$ cat config.mk
export PLATFORM = sky130hd
export DESIGN_NAME = unpack_pbits
export DESIGN_NICKNAME = d
export VERILOG_FILES = /design/src/rtl/unpack_pbits.sv
export SDC_FILE = /design/constraint.sdc
export NUM_CORES = 2
export LEC_CHECK = 0
export BUFFER_PORTS_ARGS = -buffer_cell sky130_fd_sc_hd__buf_2
export CORE_AREA = 2 2 508 510
export CTS_CLUSTER_SIZE = 30
export DETAILED_ROUTE_END_ITERATION = 10
export DIE_AREA = 0 0 510 512
export SYNTH_ARGS = -nofsm -noshare
export SYNTH_HDL_FRONTEND = slang
export SYNTH_SLANG_ARGS = --single-unit
export TNS_END_PERCENT = 20
$ cat constraint.sdc
create_clock -name clk -period 12.15 [get_ports clk]
set_input_delay 0.6075 -clock clk [delete_from_list [all_inputs] [get_ports clk]]
set_output_delay 0.6075 -clock clk [all_outputs]
set_load 0.02 [all_outputs]
$ cat src/rtl/unpack_pbits.sv
// Receive-side p-bit frame unpacker: reassembles FRAME_COUNT beats into one vector,
// publishes it atomically, and counts/recovers from framing violations.
module unpack_pbits #(
    parameter int DATA_WIDTH      = 256,
    parameter int TOTAL_NUM_PBITS = 1024,
    parameter int ERR_CNT_WIDTH   = 16
) (
    input  logic                       clk,
    input  logic                       rst_n,
    input  logic [DATA_WIDTH-1:0]      m_axis_rx_tdata,
    input  logic                       m_axis_rx_tvalid,
    input  logic                       m_axis_rx_tlast,
    output logic [TOTAL_NUM_PBITS-1:0] pbits,
    output logic                       pbits_valid,
    output logic                       frame_err,
    output logic [ERR_CNT_WIDTH-1:0]   err_count
);
    localparam int FRAME_COUNT = TOTAL_NUM_PBITS / DATA_WIDTH;
    localparam int IDX_W       = (FRAME_COUNT > 1) ? $clog2(FRAME_COUNT) : 1;
    localparam logic [IDX_W-1:0] LAST_IDX = IDX_W'(FRAME_COUNT - 1);

    typedef enum logic {SYNC, ACCEPT} state_t;

    state_t                     state;
    logic [IDX_W-1:0]           idx;
    logic [TOTAL_NUM_PBITS-1:0] shadow;
    logic [TOTAL_NUM_PBITS-1:0] assembled;

    // Top slice of the shadow is never stored; the live final beat takes its place.
    always_comb begin
        assembled = shadow;
        assembled[(FRAME_COUNT-1)*DATA_WIDTH +: DATA_WIDTH] = m_axis_rx_tdata;
    end

    always_ff @(posedge clk) begin
        if (m_axis_rx_tvalid && state == ACCEPT && !m_axis_rx_tlast && idx != LAST_IDX) begin
            for (int unsigned k = 0; k < FRAME_COUNT - 1; k++) begin
                if (idx == IDX_W'(k))
                    shadow[k*DATA_WIDTH +: DATA_WIDTH] <= m_axis_rx_tdata;
            end
        end
    end

    always_ff @(posedge clk or negedge rst_n) begin
        if (!rst_n) begin
            state       <= SYNC;
            idx         <= '0;
            pbits       <= '0;
            pbits_valid <= 1'b0;
            frame_err   <= 1'b0;
            err_count   <= '0;
        end else begin
            pbits_valid <= 1'b0;
            frame_err   <= 1'b0;
            if (m_axis_rx_tvalid) begin
                case (state)
                    SYNC: begin
                        if (m_axis_rx_tlast) begin
                            state <= ACCEPT;
                            idx   <= '0;
                        end
                    end
                    ACCEPT: begin
                        if (idx == LAST_IDX) begin
                            idx <= '0;
                            if (m_axis_rx_tlast) begin
                                pbits       <= assembled;
                                pbits_valid <= 1'b1;
                            end else begin
                                frame_err <= 1'b1;
                                if (err_count != '1)
                                    err_count <= err_count + 1'b1;
                                state <= SYNC;
                            end
                        end else if (m_axis_rx_tlast) begin
                            frame_err <= 1'b1;
                            if (err_count != '1)
                                err_count <= err_count + 1'b1;
                            idx <= '0;
                        end else begin
                            idx <= idx + 1'b1;
                        end
                    end
                    default: begin
                        state <= SYNC;
                        idx   <= '0;
                    end
                endcase
            end
        end
    end
endmodule

==> results.md <==
- The die height is 512 um.
- The number of port buffers is between 1000 and 1500.
- The count of fill cells added during filler insertion is approximately 26000.
- The worst hold slack is approximately 0.086 ns.
- The stage delay of the slowest cell on the critical path is 0.80 ns.
- Once placement completed, the tool counted placed cells totaling 9701.
- The most common cell in the synthesized netlist is sky130_fd_sc_hd__nand2_1.
- The buffer and inverter count on the worst path is 5.
- The buffer count from post-CTS setup fixing is 0.
- The number of buffers inserted by hold repair at cts is between 100 and 150.
- For this design the ratio of total power to cell area is between 200 and 300 nW/um2.
- The clock tree from TritonCTS is done.
- The actual transition at the worst max-transition pin is between 1 and 1.5 ns.
- The number of detailed-route iterations in the first pass is 5.
- Among cell families on the critical path, the largest total delay comes from buffers and inverters.
- The net count after synthesis is between 5000 and 6000.
- The wire length per cell after detailed routing is roughly 20 um.
- The number of warning messages in the yosys log is 0.
- The largest individual stage delay along the critical path comes from the cell sky130_fd_sc_hd__buf_4.
- The final hold violation count came to 0.
- Counting along the longest clock path gives a buffer depth of 3.
- The number of vias in the routed layout is around 43000.
- The required time of the worst setup path is 12.89 ns.
- The x dimension of the die is around 500 um.
- The cell area after synthesis is 62600 um2.
- In this run the worst hold path is classified as in2reg.
- The final total power is ~0.022 W.
- The post-synthesis cell type with the largest combined area is sky130_fd_sc_hd__dfrtp_1.
- The cell occurring most often along the worst timing path is sky130_fd_sc_hd__buf_4.
- In this run, the number of DRC markers left after iteration 0 of detailed routing was approximately 3600.
- The initial utilization of the core area, before any placement, comes to 0.2448.
- The max-slew violation count is 0.
- The maximum resistive drop on vdd is around 0.17 mV.
- The synthesized netlist cell count is about 5200.
- The signal arrival time at the worst endpoint is about 5 ns.
- Setup repair after global routing left no endpoint under its margin.
- In this run the mean area of a mapped cell was ~12 um2.
- The launching element type of the critical path is a flip-flop.
- The post-route minimum period is approximately 4.4 ns.
- The die footprint is 261100 um2.
- The fraction of final layout cells sized beyond drive strength 1 is 0.2448.
- The final worst-path cycle share is 0.3617.
- The number of antenna violations at the first check in global routing is 13.
- The run finished with clean final reports.
- In the global route stage, overall resource usage came out at 0.1517.
- In this run the remaining antenna-violating nets after routing total 0.
- The post-route DRC violation count is 0.
- The proportion of netlist area held by the largest area contributor is 0.4177.
- Compared with the post-synthesis result, the final layout area differs by 28.77%.
- The clock latency of the later-clocked register in the worst-skew pair is 0.82 ns.
- The leakage power of the design is around 40 nW.
- The worst setup slack after placement is 7.456 ns.
- Sorting the synthesized cells by how often they occur yields 3079 x sky130_fd_sc_hd__nand2_1, 1045 x sky130_fd_sc_hd__dfrtp_1, 768 x sky130_fd_sc_hd__edfxtp_1.
- Traced cell by cell, the critical path runs through ha_1, nand4_1, buf_12, inv_8, buf_4, buf_4, buf_4, nand2_1, nand2_1.
- The number of max-capacitance violations reported is 0.
- The routability congestion estimate from global placement is between 0.8 and 0.9.
- The final cell count without fillers is roughly 10000.
- The count of pins on the block boundary is approximately 1300.
- Entering global routing, the biggest net connects approximately 190 pins.
- The async set-or-reset flop fraction in the synthesized netlist is 0.5764.
- Ranked by total cell area, the synthesized netlist is headed by sky130_fd_sc_hd__dfrtp_1 42%, sky130_fd_sc_hd__edfxtp_1 37%, sky130_fd_sc_hd__nand2_1 18%, sky130_fd_sc_hd__buf_2 1.4%, sky130_fd_sc_hd__buf_4 0.42%.
- The worst slew margin relative to its limit is 0.1878.
- The number of setup violations in the final report is 0.
- The standard-cell row count is 186.
- Clock skew on the completed layout was measured at around 0.064 ns.
- The top flip-flop cell by instance count after synthesis is sky130_fd_sc_hd__dfrtp_1.
- The distinct cell type count after synthesis is 38.
- Once routing completed, OpenROAD measured the worst setup slack at ~7.8 ns.
- The number of enable-type register cells in the synthesized netlist is between 700 and 800.
- The master cell of the clock root buffer is sky130_fd_sc_hd__clkbuf_16.
- Static timing analysis puts the maximum clock frequency at about 230 MHz.
- The number of buffers added by the clock tree synthesis step is approximately 190.
- The net count of the finished layout is approximately 7000.
- Summed over all nets, the half-perimeter wirelength after detailed placement is between 100 and 150 mm.
- The wire length of the first global-routing pass is about 300 mm.
- The sequential element share of the synthesized area is 0.7861.
- For this run the aggregate overflow at the end of global routing stands at 0.
- The path type of the worst setup path is reg2reg.
- Counting flops and latches in the post-synthesis netlist gives between 1500 and 2000.
- The core area is between 200000 and 300000 um2.
- The total length of routed wires is around 210 mm.
- Counting every sink on the clock net gives about 1800.
- In this run the worst path has a maximum fanout of 170.
- The number of gates resized after cts is 0.
- After detailed routing, the number of vias per cell comes to ~4.2.
- The H-tree was split into 4 levels.
- The via count of the first global-routing pass is 42350.
- The clock-pin slew on the worst setup and hold paths is 0.07 ns.
- STA classifies the critical path endpoint as a flip-flop.
- The post-route setup TNS is 0 ns.
## registers in the layout, summed over array words and instances (netlist names)
| register | cells |
|---|---|
| pbits | 1024 |
| assembled | 768 |
| idx | 2 |
| state | 1 |
| err_count | 16 |
| pbits_valid | 1 |
| frame_err | 1 |
## path summary, 6_finish.rpt
check	to	from	slack [ns]	cells past startpoint
hold / removal	assembled[767]	m_axis_rx_tdata[255]	0.09	1
min in group asynchronous	pbits[780]	rst_n	0.41	2
setup / recovery	pbits[894]	idx[0]	7.76	9
max in group asynchronous	pbits[64]	rst_n	8.93	5
setup reg to reg	pbits[894]	idx[0]	7.76	9
hold reg to reg	pbits[422]	assembled[422]	0.39	2
## placed cells by master (no fill, tap or decap), drive strengths merged, types with 4 or more instances in the layout
master	n
edfxtp	768
nor2	5
clkinv	68
bufinv	13
a21oi	5
nor3	6
buf	1347
and2	4
ha	6
xnor2	8
xor2	6
nand4	8
clkbuf	258
diode	7
dfrtp	1045
nand2	3080
dlygate4sd3	142
and3	5
clkinvlp	7
inv	22
## kinds of logic (layout without fill, tap and decap cells)
family	after synthesis	after routing	share of synthesized area
flops	1813	1813	0.7861
other cells	0	7	0
compound gates	11	11	0.001099
mux	1	1	0.0002398
fa+ha+maj	6	6	0.001199
xor+xnor	14	14	0.002079
buf+inv	234	1857	0.01965
simple gates	3120	3120	0.1896
## area by class of cell
cell class | count | area [um2] | area share
Antenna cell | 7 | 17.52 | 0.0002173
Clock inverter | 105 | 1155 | 0.01433
Clock buffer | 258 | 5399 | 0.06698
Sequential cell | 1813 | 49210 | 0.6105
Multi-Input combinational cell | 3152 | 12170 | 0.1509
Tap cell | 3384 | 4234 | 0.05252
Timing Repair Buffer | 1489 | 8401 | 0.1042
Inverter | 5 | 26.28 | 0.0003260
## where the power goes
part	internal [W]	leakage (nW)	switching, W
sequential	0.00831	20.8	0.00104
combinational	0.00182	15.9	0.00470
clock	0.00344	3.20	0.00259
total	0.0136	39.9	0.00833
## routing by layer
layer | wire length, um | track usage | vias to the layer above
met4 | 7717 | 0.05792 | 6
met5 | 29 | 0 | -
met2 | 94820 | 0.2409 | 1795
li1 | - | - | 19450
met1 | 83670 | 0.1910 | 21330
met3 | 19320 | 0.04967 | 343
## metrics by stage
step	util	instance area, um2
2_1_floorplan	-	62600
3_3_place_gp	0.2839	72620
3_5_place_dp	0.2839	72620
4_1_cts	0.3151	80590
5_1_grt	0.3151	80600
6_report	0.3152	80610
Note: power is estimated with default switching activity, not from simulation.
